--- src/rtl/fault_dict_pkg.sv ---
// fault_dict_pkg: shared state encoding, default widths and address-width helpers
package fault_dict_pkg;
    typedef enum logic [2:0] {IDLE, INJECT, FETCH, LATCH, APPLY, COMPARE, EMIT, DONE} state_t;
    localparam int DEF_IN_W      = 60;
    localparam int DEF_OUT_W     = 26;
    localparam int DEF_TEST_CNT  = 66;
    localparam int DEF_FAULT_CNT = 980;
    localparam int DEF_SETTLE    = 2;
    function automatic int pa_w(input int test_cnt);
        return test_cnt > 1 ? $clog2(test_cnt) : 1;
    endfunction
    function automatic int fi_w(input int fault_cnt);
        return fault_cnt > 1 ? $clog2(fault_cnt) : 1;
    endfunction
endpackage

--- src/rtl/fault_dict_if.sv ---
// fault_dict_if: valid/ready dictionary record port (fault index + syndrome)
interface fault_dict_if import fault_dict_pkg::*; #(
    parameter int FI_W     = fi_w(DEF_FAULT_CNT),
    parameter int TEST_CNT = DEF_TEST_CNT
) ();
    logic                dct_valid;
    logic                dct_ready;
    logic [FI_W-1:0]     dct_fault;
    logic [TEST_CNT-1:0] dct_syndrome;
    modport master (output dct_valid, dct_fault, dct_syndrome, input dct_ready);
    modport slave (input dct_valid, dct_fault, dct_syndrome, output dct_ready);
endinterface

--- src/rtl/fault_dict_syndrome.sv ---
// fault_dict_syndrome: per-pattern detection bits from a full-width good/faulty compare
module fault_dict_syndrome #(
    parameter int OUT_W    = 26,
    parameter int TEST_CNT = 66,
    parameter int PA_W     = 7
) (
    input  logic                clk,
    input  logic                rst_n,
    input  logic                clr,
    input  logic                set,
    input  logic [PA_W-1:0]     idx,
    input  logic [OUT_W-1:0]    good,
    input  logic [OUT_W-1:0]    faulty,
    output logic [TEST_CNT-1:0] syndrome,
    output logic                nonzero
);
    always_ff @(posedge clk) begin
        if (!rst_n || clr)
            syndrome <= '0;
        else if (set)
            syndrome[idx] <= good != faulty;
    end
    assign nonzero = |syndrome;
endmodule

--- src/rtl/fault_dict_sequencer.sv ---
// fault_dict_sequencer: injects each fault, sweeps every pattern through the good/faulty
// CUT pair and streams one syndrome record per fault while counting detected faults.
module fault_dict_sequencer import fault_dict_pkg::*; #(
    parameter int IN_W      = DEF_IN_W,
    parameter int OUT_W     = DEF_OUT_W,
    parameter int TEST_CNT  = DEF_TEST_CNT,
    parameter int FAULT_CNT = DEF_FAULT_CNT,
    parameter int SETTLE    = DEF_SETTLE,
    parameter int PA_W      = pa_w(TEST_CNT),
    parameter int FI_W      = fi_w(FAULT_CNT)
) (
    input  logic             clk,
    input  logic             rst_n,
    input  logic             start,
    output logic             busy,
    output logic             done,
    output logic [PA_W-1:0]  pat_addr,
    input  logic [IN_W-1:0]  pat_data,
    output logic [IN_W-1:0]  cut_in,
    input  logic [OUT_W-1:0] good_out,
    input  logic [OUT_W-1:0] fault_out,
    output logic [FI_W-1:0]  fault_idx,
    output logic             inj_en,
    fault_dict_if.master     dct,
    output logic [FI_W:0]    det_count
);
    localparam int SW = $clog2(SETTLE + 1);
    state_t          state, nxt;
    logic [PA_W-1:0] j;
    logic [SW-1:0]   cnt;
    logic            last_pat, last_fault, accept, hs, nonzero;

    assign last_pat      = j == PA_W'(TEST_CNT - 1);
    assign last_fault    = fault_idx == FI_W'(FAULT_CNT - 1);
    assign accept        = (state == IDLE || state == DONE) && start;
    assign hs            = state == EMIT && dct.dct_ready;
    assign busy          = state != IDLE && state != DONE;
    assign done          = state == DONE;
    assign pat_addr      = j;
    assign dct.dct_valid = state == EMIT;
    assign dct.dct_fault = fault_idx;

    always_ff @(posedge clk) begin
        if (!rst_n)
            state <= IDLE;
        else
            state <= nxt;
    end

    // LATCH skips APPLY when a single settle cycle is enough
    always_comb begin
        nxt = state;
        case (state)
            IDLE, DONE: nxt = start ? INJECT : state;
            INJECT:     nxt = FETCH;
            FETCH:      nxt = LATCH;
            LATCH:      nxt = SETTLE == 1 ? COMPARE : APPLY;
            APPLY:      nxt = int'(cnt) <= 2 ? COMPARE : APPLY;
            COMPARE:    nxt = last_pat ? EMIT : FETCH;
            EMIT:       nxt = !dct.dct_ready ? EMIT : last_fault ? DONE : INJECT;
            default:    nxt = IDLE;
        endcase
    end

    always_ff @(posedge clk) begin
        if (!rst_n) begin
            j         <= '0;
            cnt       <= '0;
            cut_in    <= '0;
            fault_idx <= '0;
            det_count <= '0;
            inj_en    <= 1'b0;
        end else begin
            if (accept) begin
                fault_idx <= '0;
                det_count <= '0;
            end
            if (state == INJECT) begin
                inj_en <= 1'b1;
                j      <= '0;
            end
            if (state == LATCH) begin
                cut_in <= pat_data;
                cnt    <= SW'(SETTLE);
            end
            if (state == APPLY)
                cnt <= cnt - 1'b1;
            if (state == COMPARE && !last_pat)
                j <= j + 1'b1;
            if (hs) begin
                inj_en <= 1'b0;
                if (nonzero && det_count != (FI_W+1)'(FAULT_CNT))
                    det_count <= det_count + 1'b1;
                if (!last_fault)
                    fault_idx <= fault_idx + 1'b1;
            end
        end
    end

    fault_dict_syndrome #(.OUT_W(OUT_W), .TEST_CNT(TEST_CNT), .PA_W(PA_W)) u_syn (
        .clk      (clk),
        .rst_n    (rst_n),
        .clr      (state == INJECT),
        .set      (state == COMPARE),
        .idx      (j),
        .good     (good_out),
        .faulty   (fault_out),
        .syndrome (dct.dct_syndrome),
        .nonzero  (nonzero)
    );
endmodule

--- src/flat_wrapper.sv ---
// flat-port wrapper written by rule: the top's interface ports become plain ports
module fault_dict_sequencer_flat import fault_dict_pkg::*;
#(
    parameter int IN_W      = DEF_IN_W,
    parameter int OUT_W     = DEF_OUT_W,
    parameter int TEST_CNT  = DEF_TEST_CNT,
    parameter int FAULT_CNT = DEF_FAULT_CNT,
    parameter int SETTLE    = DEF_SETTLE,
    parameter int PA_W      = pa_w(TEST_CNT),
    parameter int FI_W      = fi_w(FAULT_CNT)
)
  (clk, rst_n, start, busy, done, pat_addr, pat_data, cut_in, good_out, fault_out, fault_idx, inj_en, det_count, dct_dct_valid, dct_dct_fault, dct_dct_syndrome, dct_dct_ready);
  fault_dict_if #(.FI_W(FI_W), .TEST_CNT(TEST_CNT)) dct_i ();
  input  logic clk;
  input  logic rst_n;
  input  logic start;
  output logic busy;
  output logic done;
  output logic [PA_W-1:0] pat_addr;
  input  logic [IN_W-1:0] pat_data;
  output logic [IN_W-1:0] cut_in;
  input  logic [OUT_W-1:0] good_out;
  input  logic [OUT_W-1:0] fault_out;
  output logic [FI_W-1:0] fault_idx;
  output logic inj_en;
  output logic [FI_W:0] det_count;
  output wire logic [$bits(dct_i.dct_valid)-1:0] dct_dct_valid;
  output wire logic [$bits(dct_i.dct_fault)-1:0] dct_dct_fault;
  output wire logic [$bits(dct_i.dct_syndrome)-1:0] dct_dct_syndrome;
  input wire logic [$bits(dct_i.dct_ready)-1:0] dct_dct_ready;
  assign dct_dct_valid = dct_i.dct_valid;
  assign dct_dct_fault = dct_i.dct_fault;
  assign dct_dct_syndrome = dct_i.dct_syndrome;
  assign dct_i.dct_ready = dct_dct_ready;
  fault_dict_sequencer #(.IN_W(IN_W), .OUT_W(OUT_W), .TEST_CNT(TEST_CNT), .FAULT_CNT(FAULT_CNT), .SETTLE(SETTLE), .PA_W(PA_W), .FI_W(FI_W)) u_core (.clk(clk), .rst_n(rst_n), .start(start), .busy(busy), .done(done), .pat_addr(pat_addr), .pat_data(pat_data), .cut_in(cut_in), .good_out(good_out), .fault_out(fault_out), .fault_idx(fault_idx), .inj_en(inj_en), .dct(dct_i), .det_count(det_count));
endmodule
--- config.mk ---
export PLATFORM = sky130hd
export DESIGN_NAME = fault_dict_sequencer_flat
export DESIGN_NICKNAME = d
export VERILOG_FILES = /design/src/rtl/fault_dict_pkg.sv /design/src/rtl/fault_dict_if.sv /design/src/rtl/fault_dict_syndrome.sv /design/src/rtl/fault_dict_sequencer.sv /design/src/flat_wrapper.sv
export SDC_FILE = /design/constraint.sdc
export NUM_CORES = 1
export LEC_CHECK = 0
export BUFFER_PORTS_ARGS = -buffer_cell sky130_fd_sc_hd__buf_4
export CORE_MARGIN = 4
export CORE_UTILIZATION = 44
export CTS_CLUSTER_DIAMETER = 200
export DETAILED_ROUTE_END_ITERATION = 8
export GPL_TIMING_DRIVEN = 0
export PLACE_DENSITY_LB_ADDON = 0.12
export SYNTH_ARGS = -nofsm -noshare
export SYNTH_HDL_FRONTEND = slang
export SYNTH_SLANG_ARGS = --single-unit
--- constraint.sdc ---
create_clock -name clk -period 2 [get_ports clk]
set_input_delay 0.2 -clock clk [delete_from_list [all_inputs] [get_ports clk]]
set_output_delay 0.2 -clock clk [all_outputs]
set_load 0.005 [all_outputs]
==> metrics.csv <==
stage,metric,value,unit
outcome,status,completed,
setup_path,worstSetupEndpointType,flip-flop,
cts,clock_latency,0.43,ns
timing,final_max_slew_viol_count,0,
global_route,grt_max_degree,17,
setup_path,crit_family,simple AND/OR/NAND/NOR gates,
setup_path,r2r_start,u_core.u_syn.syndrome[60]$_SDFFE_PP0P_,
synthesis,synth.avg_cell_area,8.29,µm²
global_route,grt_util_all_layers,24.4,%
global_route,grt_pass1_wl,35.7,mm
synthesis,synthSimpleGateAreaFrac,22.0,%
worst_hold_path,worstHoldPathCells,3,
floorplan,core_area,15400,µm²
synthesis,syn_nets,968,
timing,clock_skew,0.00729,ns
timing,fmax,515,MHz
timing,finalCriticalPeriod,1.94,ns
route,dr.first_iter.drc_count,552,
synthesis,synth_compound_area_share,21.2,%
placed_design,gp_congestion,0.851,
synthesis,ys_warn_count,0,
layout,instances_no_fill,1382,
cts,root_buffer,clkbuf_16,
route,wl,23.4,mm
synthesis,syn_inst,846,
pwr,power.density,711,nW/µm²
setup_path,crit_slowest_cell,dfxtp_1,
worst_hold_path,hold_start,pat_data[9],
cts,cts_tree,built,
synthesis,synth.distinct_cells,57,
setup_path,critPathMaxStageDelay,0.36,ns
floorplan,die_area,18000,µm²
route,wl_per_cell,16.9,µm
run,drv_cap,0,
placed_design,io_buffers,282,
setup_path,worstPathArrival,2.28,ns
cts,cts_buffer_depth,2,
cts,cts.sinks,160,
setup_path,r2r_cells,7,
setup_path,worstSetupPathType,reg2reg,
route,via_per_inst,5.46,
layout,fill_cells,1347,
cts,htree_levels,4,
setup_path,cp.required,2.34,ns
timing,finalSetupTns,0,ns
layout,drive_gt1_share,37.7,%
floorplan,die_w,134,µm
cts,clk_pin_slew,0.06,ns
setup_path,r2r_slack,0.06,ns
placed_design,dp.cells,1339,
pwr,leakagePower,0.00426,µW
floorplan,ios,284,
placed_design,hpwl,16.8,mm
route,final_antenna_net_count,0,
synthesis,synth_top_family_by_area,simple AND/OR/NAND/NOR gates,
route,num_vias,7545,
layout,area_delta_synth_final,50.4,%
timing,rsz0062_at_grt,true,
global_route,grt_antenna_before_repair,0,
synthesis,seq_area_frac_synth,45.7,%
setup_path,cp.depth,7,
route,drc_errors,0,
timing,hold_viol_final,0,
worst_hold_path,hp-class,in2reg,
synthesis,synth-main-ff-cell,dfxtp_1,
synthesis,synth_edf_count,0,
pwr,vdd_drop_max,0.000694,V
setup_path,worstPathMaxFanout,4,
route,dr.pass1.iters,5,
synthesis,synth-xor-area-share,4.00,%
setup_path,path_cells,nor4_4 -> nand3_1 -> nor3_4 -> a21bo_1 -> buf_2 -> nand2_1 -> o22ai_1,
global_route,first_global_vias,7056,
synthesis,muxShareOfSynthArea,0.589,%
synthesis,synthAdderAreaFrac,1.07,%
layout,diodes,0,
timing,fin_crit_sh,97.1,%
setup_path,crit_start,u_core.u_syn.syndrome[60]$_SDFFE_PP0P_,
setup_path,worst-path-buf-inv,1,
floorplan,initial_core_util,45.4,%
synthesis,async_flop_share,0,%
synthesis,synth_seq_cells,160,
worst_hold_path,holdPathEnd,u_core.cut_in[9]$_SDFFE_PN0N_,
timing,slew_headroom,60.6,%
timing,worst_pin_slew,0.591,ns
floorplan,row_count,45,
setup_path,r2r-end,u_core.det_count[0]$_SDFF_PN0_,
timing,setup_viol,0,
global_route,grt_overflow,0,
setup_path,worstSetupStartpointType,flip-flop,
layout,layout_commonest_cell,buf_4,
cts,cts_buffers,17,
layout,mostFrequentLayoutCells,"310 x buf_4, 153 x dfxtp_1, 151 x nand2_1, 141 x a21oi_1, 52 x a311oi_1",
synthesis,synth_area,7010,µm²
layout,finalNetCount,1281,
floorplan,fp.dieH,134,µm
[state kept, by name (all words and copies together) (netlist names)]
| signal | count |
|---|---|
| u_core.state | 3 |
| u_core.pat_addr | 7 |
| u_core.u_syn.syndrome | 66 |
| u_core.dct.dct_fault | 10 |
| u_core.inj_en | 1 |
| u_core.cnt | 2 |
| u_core.det_count | 11 |
| u_core.cut_in | 60 |
[layer usage]
| metal | vias up | wire [µm] | part of all wire [%] | global-route usage, % |
|---|---|---|---|---|
| met2 | 342 | 11400 | 49 | 39.6 |
| met3 | 46 | 1850 | 7.9 | 5.89 |
| met5 | - | 0 | 0 | 0 |
| li1 | 3654 | - | - | - |
| met4 | 0 | 575 | 2.5 | 9.28 |
| met1 | 3503 | 9510 | 41 | 31.6 |
[repair_timing]
action,4_1_cts,5_1_grt
buffers inserted,5,8
hold buffers,0,0
cloned,0,1
gates resized for setup,49,87
pin swaps,6,14
setup endpoints to repair,67,146
[area by class of cell]
| class | count | area, µm² | area share (%) |
|---|---|---|---|
| repair buffers | 296 | 2220 | 21.1 |
| inverters | 6 | 22.5 | 0.214 |
| clock buffers | 18 | 439 | 4.17 |
| flip-flops and latches | 160 | 3220 | 30.5 |
| plain buffers | 76 | 440 | 4.18 |
| multi-input cells | 602 | 3700 | 35.1 |
| well taps | 211 | 264 | 2.50 |
| clock inverters | 13 | 234 | 2.22 |
[report_power, final]
group	internal (µW)	total, µW	switching [µW]
Clock	2380	3750	1370
Combinational	267	513	246
Sequential	3220	3230	17.8
[logic make-up after synthesis]
family / after synthesis
AND/OR/NAND/NOR: 318
multiplexers: 4
adder cells (fa/ha/maj): 6
AO/OA/AOI/OAI: 242
buffers and inverters: 84
XOR/XNOR: 32
flip-flops: 160
[worst min-delay path: stages]
cell and delay, ns:
buf_4 0.11, nand2_1 0.04, a21oi_1 0.05
[synthesized netlist by cell type (2+ instances only)]
master	n	area (µm²)
nand4_1	12	75.1
nor2b_1	2	12.5
a31oi_1	5	31.3
and3_1	3	18.8
nor4b_2	2	30.0
buf_4	11	82.6
or3b_2	3	26.3
nand2b_1	4	25.0
buf_6	2	22.5
nand3_1	20	100
nor3b_1	4	30.0
a311oi_1	52	455
nand3b_1	9	67.6
buf_2	10	50.1
or3_1	16	100
or4_1	3	22.5
inv_1	5	18.8
or2_2	2	12.5
xor2_1	18	158
o211ai_1	5	37.5
xnor2_1	14	123
mux2i_1	3	30.0
nor3_1	11	55.1
nand2_1	152	571
and2_1	2	12.5
buf_1	5	18.8
nor4_1	21	131
a21oi_1	141	706
dfxtp_1	160	3200
ha_1	6	75.1
a21o_1	3	22.5
clkbuf_1	50	188
nor2_1	44	165
o21ai_0	23	115
[per-stage QoR]
| stage | power, µW | hold slack, ns | instance area (µm²) | util [%] | setup slack (ns) |
|---|---|---|---|---|---|
| detailed placement | 3820 | 0.447 | 9390 | 60.9 | -0.405 |
| global route | 7710 | 0.00807 | 10500 | 68.3 | -0.0693 |
| floorplan | 3520 | 0.336 | 7010 | - | 0.0127 |
| global placement | 3810 | 0.442 | 9390 | 60.9 | -0.437 |
| CTS | 7510 | 0.00355 | 10300 | 66.6 | 0.0104 |
| finish | 7490 | 0.0143 | 10500 | 68.3 | 0.0585 |
[how the worst max path moves through the flow]
stage	slack, ns	end
floorplan	0.01	u_core.det_count[7]$_SDFF_PN0_
global placement	-0.44	u_core.det_count[2]$_SDFF_PN0_
detailed placement	-0.41	u_core.u_syn.syndrome[13]$_SDFFE_PP0P_
CTS	0.01	u_core.det_count[7]$_SDFF_PN0_
global route	-0.07	u_core.u_syn.syndrome[25]$_SDFFE_PP0P_
finish	0.06	u_core.det_count[0]$_SDFF_PN0_
(Power assumes the default switching activity.)
